$ cat src/rtl/fetch_sequencer.sv
// fetch_sequencer: owns the program counter, issues one instruction-memory
// read at a time and buffers returned words for decode in a small FIFO.
// Redirects flush the buffer and drain any read still in flight.
module fetch_sequencer #(
  parameter int ADDR_W     = 32,
  parameter int NUM_INSTR  = 3,
  parameter int FIFO_DEPTH = 2
) (
  input  logic              clock,
  input  logic              reset_n,
  input  logic              start,
  output logic              mem_req,
  output logic [ADDR_W-1:0] mem_addr,
  input  logic              mem_valid,
  input  logic [31:0]       mem_rdata,
  output logic              instr_valid,
  input  logic              instr_ready,
  output logic [31:0]       instr,
  output logic [ADDR_W-1:0] instr_pc,
  input  logic              redirect_valid,
  input  logic [ADDR_W-1:0] redirect_pc,
  output logic              done
);

  localparam int PTR_W = (FIFO_DEPTH > 1) ? $clog2(FIFO_DEPTH) : 1;
  localparam int CNT_W = PTR_W + 1;
  localparam logic [ADDR_W-1:0] END_PC  = ADDR_W'(NUM_INSTR);
  localparam logic [CNT_W-1:0]  DEPTH_C = CNT_W'(FIFO_DEPTH);

  typedef enum logic [1:0] {IDLE, FETCH, DRAIN, DONE} state_t;

  state_t            state;
  logic [ADDR_W-1:0] pc;
  logic [PTR_W-1:0]  wr_ptr;
  logic [PTR_W-1:0]  rd_ptr;
  logic [CNT_W-1:0]  count;
  logic [31:0]       fifo_word [FIFO_DEPTH];
  logic [ADDR_W-1:0] fifo_pc   [FIFO_DEPTH];

  logic              flush;
  logic              accept;
  logic              hold;
  logic              push;
  logic              pop;
  logic [CNT_W-1:0]  count_nxt;
  logic [ADDR_W-1:0] pc_nxt;
  logic              req_nxt;
  logic              go_done;

  // Per-cycle decisions: flush, push/pop, next pc/count and whether to request.
  // A request only goes out when the buffer has room for its response, so the
  // single outstanding read never overflows the FIFO.
  always_comb begin
    flush     = redirect_valid && (state != IDLE);
    accept    = mem_req && mem_valid;
    hold      = mem_req && !mem_valid;
    push      = accept && (state == FETCH) && !flush;
    pop       = instr_valid && instr_ready && !flush;
    count_nxt = flush ? '0 : (count + CNT_W'(push) - CNT_W'(pop));
    pc_nxt    = flush ? redirect_pc : (push ? pc + ADDR_W'(1) : pc);
    req_nxt   = (pc_nxt < END_PC) && (count_nxt < DEPTH_C);
    go_done   = !flush && !hold && (pc_nxt >= END_PC) && (count_nxt == '0);
  end

  // Sequencer FSM with registered request, address and done outputs.
  always_ff @(posedge clock or negedge reset_n) begin
    if (!reset_n) begin
      state    <= IDLE;
      pc       <= '0;
      mem_req  <= 1'b0;
      mem_addr <= '0;
      done     <= 1'b0;
    end else begin
      case (state)
        IDLE: begin
          if (start) begin
            state    <= FETCH;
            pc       <= '0;
            mem_req  <= (END_PC != '0);
            mem_addr <= '0;
          end
        end
        FETCH: begin
          if (flush && hold) begin
            // Read still in flight: keep it asserted at the old index and drop its data.
            state <= DRAIN;
            pc    <= pc_nxt;
          end else begin
            pc <= pc_nxt;
            if (!hold) begin
              mem_req  <= req_nxt;
              mem_addr <= pc_nxt;
            end
            if (go_done) begin
              state <= DONE;
              done  <= 1'b1;
            end
          end
        end
        DRAIN: begin
          pc <= pc_nxt;
          if (mem_valid) begin
            state    <= FETCH;
            mem_req  <= req_nxt;
            mem_addr <= pc_nxt;
          end
        end
        DONE: begin
          if (flush) begin
            state    <= FETCH;
            done     <= 1'b0;
            pc       <= pc_nxt;
            mem_req  <= req_nxt;
            mem_addr <= pc_nxt;
          end
        end
        default: begin
          state   <= IDLE;
          mem_req <= 1'b0;
          done    <= 1'b0;
        end
      endcase
    end
  end

  // FIFO pointers and occupancy; a flush empties the buffer and beats a pop.
  always_ff @(posedge clock or negedge reset_n) begin
    if (!reset_n) begin
      wr_ptr <= '0;
      rd_ptr <= '0;
      count  <= '0;
    end else if (flush) begin
      wr_ptr <= '0;
      rd_ptr <= '0;
      count  <= '0;
    end else begin
      if (push) wr_ptr <= wr_ptr + PTR_W'(1);
      if (pop)  rd_ptr <= rd_ptr + PTR_W'(1);
      count <= count_nxt;
    end
  end

  // FIFO storage: instruction word tagged with the index it was fetched from.
  always_ff @(posedge clock) begin
    if (push) begin
      fifo_word[wr_ptr] <= mem_rdata;
      fifo_pc[wr_ptr]   <= pc;
    end
  end

  assign instr_valid = (count != '0);
  assign instr       = instr_valid ? fifo_word[rd_ptr] : '0;
  assign instr_pc    = instr_valid ? fifo_pc[rd_ptr] : '0;

endmodule

$ cat config.mk
export PLATFORM = sky130hd
export DESIGN_NAME = fetch_sequencer
export DESIGN_NICKNAME = d
export VERILOG_FILES = /design/src/rtl/fetch_sequencer.sv
export SDC_FILE = /design/constraint.sdc
export NUM_CORES = 1
export LEC_CHECK = 0
export CAP_MARGIN = 15
export CORE_UTILIZATION = 41
export DETAILED_ROUTE_END_ITERATION = 8
export GPL_TIMING_DRIVEN = 1
export PLACE_DENSITY = 0.65
export SLEW_MARGIN = 30
export SYNTH_ARGS = -nofsm -noshare
export SYNTH_HDL_FRONTEND = slang
export SYNTH_SLANG_ARGS = --single-unit
$ cat constraint.sdc
create_clock -name clock -period 5.4 [get_ports clock]
set_input_delay 1.08 -clock clock [delete_from_list [all_inputs] [get_ports clock]]
set_output_delay 1.08 -clock clock [all_outputs]
set_load 0.01 [all_outputs]
==> flow_summary.toml <==
[pwr]
finalPower_uw = 6370
power_density_mw_per_mm2 = 548
p_leak_uw = 0.00417
irDropWorstVdd_uv = 339

[timing]
hold_viol = 0
finalSetupViolations = 0
slew_viol_final = 0
slew_headroom_pct = 33.3
fin_tns_setup_ns = 0
fin_crit_ns = 4.34
clock_skew_ns = 0.0125
maxClockFrequency_ghz = 0.230
worst-slew-pin-transition_ns = 1.00
rsz0062_at_grt = "false"
period_share_pct = 80.4

[placement]
place_hpwl_mm = 15.8
port_buffers = 168
gp_congestion = 0.929

[worst_setup_path]
rr_worst_depth = 9
r2r_end = "done"
crit_family = "simple AND/OR/NAND/NOR gates"
reg2reg_from = "state[0]"
cp_slowest_stage_delay_ns = 0.52
cp.arrival_ns = 4.66
cp-startpoint = "redirect_valid"
crit_path_start_kind = "input pin"
crit_cells = 11
endpoint = "done"
cp-end-kind = "flop"
critPathKind = "in -> reg"
crit_path_max_fanout = 16
r2r_setup_slack_ns = 1.41
crit_required_ns = 5.72
crit_chain = "clkdlybuf4s50_1, buf_4, or3b_1, nor2_1, inv_1, o221a_2, a2111oi_0, nand4b_1, nor4_1, and4_1, a21oi_1"
path_buf_inv = 3
crit_slowest_cell = "or3b_1"

[yosys]
synthSimpleGateAreaFrac_pct = 14.1
synth_area_sq_mm = 0.00901
synth.avg_cell_area_sq_um = 11.9
synth-edff-count = 128
synth.top_cells.by_count = "128 x edfxtp_1, 103 x nor2_1, 72 x dfrtp_1"
synth_ff_type = "edfxtp_1"
ys_top_cells_by_area = "edfxtp_1 43%, dfrtp_1 20%, mux2i_1 7.8%"
syn_inst = 759
synth_top_family_by_area = "simple AND/OR/NAND/NOR gates"
muxShareOfSynthArea_pct = 8.02
synth_most_common_cell = "edfxtp_1"
synth_top_area_cell = "edfxtp_1"
synth_compound_area_share_pct = 10.3
synth.top_cell.area_share_pct = 42.6
ys_seq_area_share_pct = 62.6
yosysWarnings = 0
synthDistinctLibCells = 54
ys_ff_latch = 200
synthXorXnorAreaFrac_pct = 2.04
synth_fa_ha_area_share_pct = 0.416
syn_nets = 832
async_flop_share_pct = 36.0

[detailed_routing]
first_pass_iters = 5
vias_per_cell = 5.56
route.detailed.drc = 0
antenna_left = 0
drt_iter0_drc = 476
vias = 6666
avgRoutedWirePerCell_um = 19.4
wl_mm = 23.3

[clock_tree]
clk_pin_slew_worst_paths_ns = 0.07
clock_sinks = 200
cts_tree = "done"
insertion_delay_ns = 0.43
numCtsBuffers = 17
h-tree-depth = 4
post_cts.repair.setup_buffers = 0
clockBufferDepth = 2
cts.hold.buffers_added = 0
cts_root_buffer = "clkbuf_16"
cts-resized-gates = 0

[floorplan]
boundaryPins = 169
die_w_um = 150
num_rows = 53
die_y_um = 150
dieArea_sq_mm = 0.0226
core_area_sq_mm = 0.0213
initial_core_util_pct = 42.3

[layout]
fillers = 1839
nets = 983
area_delta_synth_final_pct = 29.0
regArea_sq_mm = 0.00565
n_antenna_cell = 0
drive_above_1_share_pct = 7.26
multi_input_area_sq_mm = 0.00319

[global_route]
track_usage_pct = 21.2
grt_pass1_wl_mm = 35.9
grt_overflow = 0
grt_pass1_vias = 6262
antenna_found_initial = 0
grt_max_degree = 50

[run_status]
outcome = "finished clean"

[run]
maxCapViolations = 0

[worst_hold_path]
hold_class = "reg -> reg"
[tightest hold or removal path, delay by kind of cell, from the launching register on]
| family | cells | cell delay [ns] |
|---|---|---|
| compound gates | 1 | 0.06 |
| flops | 1 | 0.36 |
| simple gates | 1 | 0.05 |
[final cells by class]
class / count / share of cell area, %
Sequential cell: 200 / 48.6
Multi-Input combinational cell: 499 / 27.5
Timing Repair Buffer: 182 / 15.5
Clock buffer: 20 / 4.21
Tap cell: 275 / 2.96
Clock inverter: 12 / 0.936
Inverter: 10 / 0.323
[kinds of logic (layout without fill, tap and decap cells)]
kind of cell / after synthesis / after routing
fa+ha+maj: 3 / 3
buf+inv: 60 / 224
xor+xnor: 21 / 21
simple gates: 266 / 266
compound gates: 137 / 137
mux: 72 / 72
flops: 200 / 200
[routing by layer]
| metal | track usage (%) | share of wire (%) | vias up | wire, um |
|---|---|---|---|---|
| li1 | - | - | 3118 | - |
| met1 | 30.5 | 46 | 3241 | 10700 |
| met2 | 31.8 | 45 | 274 | 10500 |
| met3 | 4.03 | 6.6 | 33 | 1540 |
| met4 | 7.47 | 2.1 | 0 | 489 |
| met5 | 0 | 0 | - | 0 |
[cells in the final DEF, fill, tap and decap left out, types with 4 or more instances in the layout]
cell type / instances
inv_1: 9
and3_1: 4
nand3_1: 18
nor4_1: 10
buf_4: 12
xor2_1: 12
nor2_1: 100
a31oi_1: 7
dfrtp_1: 71
nor3_1: 19
xnor2_1: 9
a22o_1: 36
a31o_2: 4
or4_1: 11
nand4_1: 13
clkdlybuf4s50_1: 167
o21ai_0: 42
clkbuf_16: 19
o31ai_1: 5
mux2i_1: 70
edfxtp_1: 128
nand2_1: 62
a21oi_1: 17
[power breakdown]
part | switching [uW] | internal, uW | total, uW | leakage (uW)
clock network | 577 | 708 | 1290 | 0.000297
logic | 1310 | 1260 | 2560 | 0.00181
registers | 509 | 2010 | 2520 | 0.00206
[sequential cells by signal, summed over array words and instances, names as in the netlist, 2 cells and up]
name	count
mem_addr	32
fifo_word	64
state	2
count	2
fifo_pc	64
pc	32
[through the flow]
stage	area [sq um]	hold WS [ns]	instances	utilization [%]	setup WS [ns]
3_5_place_dp	11000	0.474	1166	51.8	0.845
3_3_place_gp	11000	0.475	1165	51.7	0.878
5_1_grt	11600	0.513	1198	54.6	0.955
4_1_cts	11600	0.504	1198	54.6	1.29
6_report	11600	0.503	1198	54.6	1.06
2_1_floorplan	9010	0.440	759	-	0.408
[how the worst min path moves through the flow]
stage,startpoint,endpoint,slack (ns),cells past startpoint
2_1_floorplan,pc[13],fifo_pc[0][13],0.44,0
3_3_place_gp,mem_addr[9],mem_addr[9],0.47,2
3_5_place_dp,mem_addr[28],mem_addr[28],0.47,2
4_1_cts,mem_addr[31],mem_addr[31],0.50,2
5_1_grt,pc[30],fifo_pc[0][30],0.51,0
6_report,mem_addr[31],mem_addr[31],0.50,2
Power figures use the tool's default switching activity.
